## config.mk

```make
export PLATFORM = sky130hd
export DESIGN_NAME = wb_mux
export DESIGN_NICKNAME = d
export VERILOG_FILES = /design/src/rtl/wb_mux.sv
export SDC_FILE = /design/constraint.sdc
export NUM_CORES = 1
export LEC_CHECK = 0
export CORE_MARGIN = 2
export CORE_UTILIZATION = 35
export DETAILED_ROUTE_END_ITERATION = 6
export GPL_ROUTABILITY_DRIVEN = 0
export PLACE_DENSITY = 0.81
export SYNTH_ARGS = -nofsm -noshare
export SYNTH_HDL_FRONTEND = slang
export SYNTH_SLANG_ARGS = --single-unit
export TNS_END_PERCENT = 5
```

## constraint.sdc

```tcl
create_clock -name clk -period 2.1 [get_ports clk]
set_input_delay 0.315 -clock clk [delete_from_list [all_inputs] [get_ports clk]]
set_output_delay 0.315 -clock clk [all_outputs]
set_load 0.005 [all_outputs]
```

## src/rtl/wb_mux.sv

```systemverilog
// Writeback-stage source select and write-enable qualification, plus a
// one-entry registered copy of the last committed write for decode bypass.
module wb_mux #(
  parameter int DATA_WIDTH = 32
) (
  input  logic                  clk,
  input  logic                  rst,
  input  logic [DATA_WIDTH-1:0] alu_result,
  input  logic [DATA_WIDTH-1:0] rdata,
  input  logic [DATA_WIDTH-1:0] pc_plus4,
  input  logic [1:0]            wb_sel,
  input  logic                  reg_write_in,
  input  logic                  kill_wb,
  input  logic [4:0]            rd_in,
  output logic [DATA_WIDTH-1:0] rd_wdata,
  output logic                  reg_write_out,
  output logic [4:0]            rd_out,
  output logic                  fwd_valid,
  output logic [4:0]            fwd_rd,
  output logic [DATA_WIDTH-1:0] fwd_data
);

  // No handshake: one writeback is presented and consumed every cycle.

  logic [DATA_WIDTH-1:0] w_wdata;
  logic                  w_sel_ok;
  logic                  w_write;

  logic                  r_fwd_valid;
  logic [4:0]            r_fwd_rd;
  logic [DATA_WIDTH-1:0] r_fwd_data;

  // Only the three known encodings enable a write; reserved or unknown
  // selects fall into the default arm and suppress it.
  always_comb begin
    w_wdata  = '0;
    w_sel_ok = 1'b0;
    case (wb_sel)
      2'd0: begin
        w_wdata  = alu_result;
        w_sel_ok = 1'b1;
      end
      2'd1: begin
        w_wdata  = rdata;
        w_sel_ok = 1'b1;
      end
      2'd2: begin
        w_wdata  = pc_plus4;
        w_sel_ok = 1'b1;
      end
      default: begin
        w_wdata  = '0;
        w_sel_ok = 1'b0;
      end
    endcase
  end

  assign w_write = reg_write_in & ~kill_wb & (rd_in != 5'd0) & w_sel_ok;

  always_ff @(posedge clk) begin
    if (rst) begin
      r_fwd_valid <= 1'b0;
      r_fwd_rd    <= 5'd0;
      r_fwd_data  <= '0;
    end else if (w_write) begin
      r_fwd_valid <= 1'b1;
      r_fwd_rd    <= rd_in;
      r_fwd_data  <= w_wdata;
    end else begin
      r_fwd_valid <= 1'b0;
    end
  end

  assign rd_wdata      = w_wdata;
  assign reg_write_out = w_write;
  assign rd_out        = rd_in;
  assign fwd_valid     = r_fwd_valid;
  assign fwd_rd        = r_fwd_rd;
  assign fwd_data      = r_fwd_data;

endmodule

```

== Word-level counts from Yosys, hierarchy flattened ==
Cells that the tools add are included.

* Eq/ne operators: 2
* Muxes and demuxes: 3
* Bitwise operators: 4
* Reduce and logical (&&, ||, !) cells: 3

{| class="wikitable"
|+ Operators by type and width
! kind !! number
|-
| 32-bit case mux with 3 select lines || 1
|-
| 5-bit nonzero test || 1
|-
| 1-bit bitwise AND || 3
|-
| 3-bit OR reduction || 1
|-
| 2-bit by 1-bit == test with 1-bit output, second input constant || 1
|-
| 2-bit == test, second input constant || 1
|-
| 2-bit zero test || 1
|-
| 1-bit two-way mux || 2
|-
| 1-bit NOT || 1
|}

* Flip-flop bits (word level): 38
* Input port bits: 107
* Output and inout bits: 76

== Depth between registers and ports, before layout ==
* Depth after elaboration: 5
* Mapped depth: 6

== Least setup slack after synthesis ==
Ideal clock, no wire load.

* Kind: input to output
* Start: input wb_sel[1]
* End: output rd_wdata[12]
* Arrival time: 1.491 ns
* Path slack: 0.294 ns
* Stages on the path: 5
* Path buffers: 3
* Path through: buf_2 nand2_1 clkbuf_1 buf_1 o211a_1

* Longest elaborated chain between the ends: 2
* Elaborated cells on any way between the ends: 4
* Classes of those cells: eq/ne (2); mux (1); reduce/logical (1)

{| class="wikitable"
|+ RTL lines
! item !! RTL line !! source
|-
| start: declaration || 11 || <nowiki>input logic [1:0] wb_sel,</nowiki>
|-
| 2-bit == test (tied with other cells) || 38 || <nowiki>case (wb_sel)</nowiki>
|-
| 32-bit case mux with 3 select lines * || 38 ||
|-
| end: declaration || 15 || <nowiki>output logic [DATA_WIDTH-1:0] rd_wdata,</nowiki>
|}

Mark *: on every way between the ends. The rest lies on a longest branch, timed or not.

== Final worst setup path ==
Ends and elaborated chain as after synthesis.

==> flow_results.org <==
** Timing
- Maximum clock frequency :: 492.6 MHz
- Max-slew violation count :: 0
- Final count of hold timing violations :: 0
- The worst path needs 2.030 ns of the cycle, external delays included.
- Final worst setup slack :: 0.06980 ns
- Final critical-path share of the clock period :: 96.68%
- Setup repair after global routing left no endpoint under its margin.
- Setup violations remaining at the end of the flow were counted as 0.
- Clock skew on the completed layout was measured at 0 ns.
- Setup TNS :: 0 ns
- In this run the tightest slew margin relative to its limit is 54.49%.
- Transition at the pin with the smallest max-transition slack :: 0.6820 ns

** CTS
- Clock tree sinks :: 38
- Clock-pin slew was measured on the worst setup and hold paths at 0.07 ns.
- CTS hold repair buffers :: 0
- Number of buffers on the longest clock path :: 2
- The root buffer cell chosen for the clock tree is clkbuf_8.
- Clock latency on the worst-skew pair :: 0.28 ns
- Counting the buffers created by CTS gives 5.
- Clock tree from TritonCTS :: done
- The clock tree synthesis step divided the H-tree into 2 levels.

** Route
- Post-route ant nets :: 0
- Routed wire length :: 9859 µm
- Pre-Repair DR Iteration Count :: 4
- Final routed DRC violation total :: 0
- For this block, the initial DRC count from the detailed router was 70.
- After detailed routing, the average wire length per cell comes to 16.85 µm.
- Vias per cell :: 5.221
- Total number of vias :: 3054

** Die
- For this configuration, the core starts out at a cell density of 36.33%.
- The die is 90.77 µm tall.
- Width of the die :: 90.77 µm
- Placeable core region :: 7253 µm²
- 183 I/O pins were placed.
- Num rows :: 31
- The die covers 8238 µm².

** Placed design
- Area post-placement :: 4743 µm²
- Port Buffers :: 182
- OpenSTA, run right after detailed placement, puts the worst setup slack at -0.1175 ns.
- DP Wirelength :: 7544 µm

** Setup path
- Category of the critical setup timing path :: in2out
- Data arrives at the worst endpoint at 1.72 ns.
- Kind of end point of the critical path :: primary output
- Of all nets on the critical path, the largest fanout is 17.
- At the worst endpoint, the required time is 1.78 ns.
- The worst setup path is launched from an input pin.
- Source of the critical timing path :: wb_sel[1]
- In this run the critical register-to-register path is launched from fwd_data[29].

** Synthesis
- The cell area that synthesis handed to floorplanning was 2635 µm².
- The number of nets in the synthesized netlist is 398.
- The share of the Yosys chip area taken by registers is 28.87%.
- Adder-cell share of the synthesized area :: 0%
- Flip-flop and latch count after synthesis :: 38
- Synthesized-area fraction occupied by and/or/nand/nor cells :: 10.54%
- Synth Area in Compound Gates :: 33.33%
- Average instance area after synthesis :: 9.055 µm²
- Count of warnings emitted by yosys :: 0
- After synthesis, the netlist uses 26 different library cells.
- After technology mapping, the gate count stands at 291.
- The portion of synthesized area spent on multiplexers is 15.91%.
- Dominant combinational cell family by area after synthesis :: compound AO/OA/AOI/OAI gates
- The synthesized netlist devotes 0% of its cell area to XOR and XNOR gates.

** Global route
- Global-route wire length before repair :: 16190 µm
- Number of global-route vias before repair :: 3259
- Final global-route overflow total :: 0
- Pin count of the biggest net entering global routing :: 31
- Global routing used 23.71% of the available tracks across all layers.
- The number of antenna violations at the first check in global routing is 0.

** Finish
- Finished Core Util :: 67.03%
- Fraction of final layout cells with drive strength greater than 1 :: 19.14%
- Layout Nets :: 592
- The number of antenna diodes in the final layout is 0.
- Signed area change from the synthesized netlist to the final layout :: 84.52%
- With fillers left out, the area of the finished cells amounts to 4862 µm².

** Job
- Number of maximum-capacitance violations :: 0

** Outcome
- Status :: completed

** Min path
- Launch instance of the worst min-delay path :: fwd_rd[2]
- The path class of the tightest hold or removal check is reg2reg.

** Power and ir drop
- The worst-case IR drop observed on VDD is 316.1 µV.
- In this run the power density over the cells is 456.0 nW/µm².
- Combinational fraction of design power :: 40.2%
- Portion of total power attributed to the clock network :: 23.8%
- Int Power :: 0.001590 W
- Reported net switching power :: 0.0006272 W
- In this run, flip-flops and latches consume 35.9% of the power.
- Static leakage :: 1.979 nW
- Switching Fraction :: 28.29%
==> layout make-up <==
| class | count | area, µm² |
|---|---|---|
| Sequential cell | 38 | 760.7 |
| Timing Repair Buffer | 224 | 2173 |
| Multi-Input combinational cell | 189 | 1607 |
| Clock buffer | 7 | 86.33 |
| Tap cell | 99 | 123.9 |
| Clock inverter | 1 | 5.005 |
| Fill cell | 607 | 2391 |
| Inverter | 27 | 106.4 |
==> per-layer routing <==
layer | global-route usage (%) | up-vias | routed length [µm]
met5 | 0 | - | 0
met4 | 5.897 | 0 | 131
met3 | 6.427 | 12 | 658
met2 | 43.47 | 110 | 5115
met1 | 27.03 | 1457 | 3954
li1 | - | 1475 | -
==> state kept, by name (all words and copies together) (netlist names) <==
signal	cells
fwd_data	32
fwd_rd	5
fwd_valid	1
==> cell usage in the layout (no fill, tap or decap) <==
| cell type | n |
|---|---|
| a21oi_1 | 25 |
| buf_2 | 2 |
| mux2i_1 | 34 |
| clkdlybuf4s50_1 | 178 |
| o211a_1 | 7 |
| nor2_1 | 1 |
| clkbuf_1 | 1 |
| dfxtp_1 | 38 |
| clkbuf_4 | 1 |
| nor4_1 | 4 |
| o211ai_1 | 7 |
| a2bb2oi_1 | 22 |
| clkinv_2 | 1 |
| a2bb2oi_2 | 3 |
| dlygate4sd2_1 | 1 |
| a2111oi_2 | 25 |
| mux2_2 | 7 |
| or3_4 | 1 |
| or2_1 | 1 |
| o21ai_0 | 3 |
| nand2_1 | 14 |
| nand2_2 | 1 |
| o211ai_4 | 1 |
| buf_12 | 4 |
| nand2b_1 | 7 |
| nor3_1 | 21 |
| clkbuf_8 | 6 |
| buf_4 | 38 |
| inv_1 | 26 |
| inv_6 | 1 |
| nand4_1 | 3 |
| nor2b_2 | 2 |
==> power by group through the flow <==
stage / clock (W) / sequential [W] / combinational, W
floorplan: 0 / 0.000812 / 0.000344
global placement: 0 / 0.000809 / 0.000871
detailed placement: 0 / 0.000812 / 0.000889
CTS: 0.000534 / 0.000797 / 0.000894
global route: 0.000573 / 0.000803 / 0.000957
finish: 0.000528 / 0.000797 / 0.000892
==> worst max-delay path: stages <==
cell,delay [ns]
clkbuf_4,0.17
buf_12,0.18
mux2_2,0.37
o211a_1,0.21
clkdlybuf4s50_1,0.45
==> per-stage QoR <==
stage               total power [W]  std cells  hold slack (ns)
global placement           0.001680        577           0.4434
finish                     0.002217        585           0.4683
floorplan                  0.001156        291           0.4511
detailed placement         0.001701        577           0.4513
CTS                        0.002224        585           0.4726
global route               0.002332        585           0.4841
==> cell usage after synthesis (all sizes together) <==
cell type	n	share of area, %
clkbuf	20	2.8
nor2	1	0.14
mux2	7	3.0
a2bb2oi	25	8.3
nor4	4	0.95
nor3	21	4.0
or2	1	0.24
inv	27	4.0
nand2	15	2.1
a2111oi	25	14
o211ai	8	2.8
nand4	3	0.71
a21oi	25	4.7
o211a	7	2.7
o21ai	3	0.57
buf	17	4.5
dfxtp	38	29
or3	1	0.24
mux2i	34	13
nand2b	7	1.7
nor2b	2	0.47
==> path summary, 6_finish.rpt <==
| check | end | slack (ns) | cells after the start |
|---|---|---|---|
| worst min register to register | fwd_rd[2] | 0.47 | 2 |
| worst min-delay path | fwd_rd[2] | 0.47 | 2 |
| worst max-delay path | rd_wdata[12] | 0.07 | 5 |
| worst max register to register | fwd_data[29] | 1.19 | 2 |
==> what timing repair did <==
item                       in CTS  in global routing
resized for setup               2                  5
setup buffers                   0                  0
pin swaps                       2                  0
setup endpoints to repair       1                 15
==> cells by family after synthesis <==
logic type | Yosys count
compound gates | 93
buf+inv | 64
flops | 38
simple gates | 55
mux | 41
Note: power is estimated with default switching activity, not from simulation.
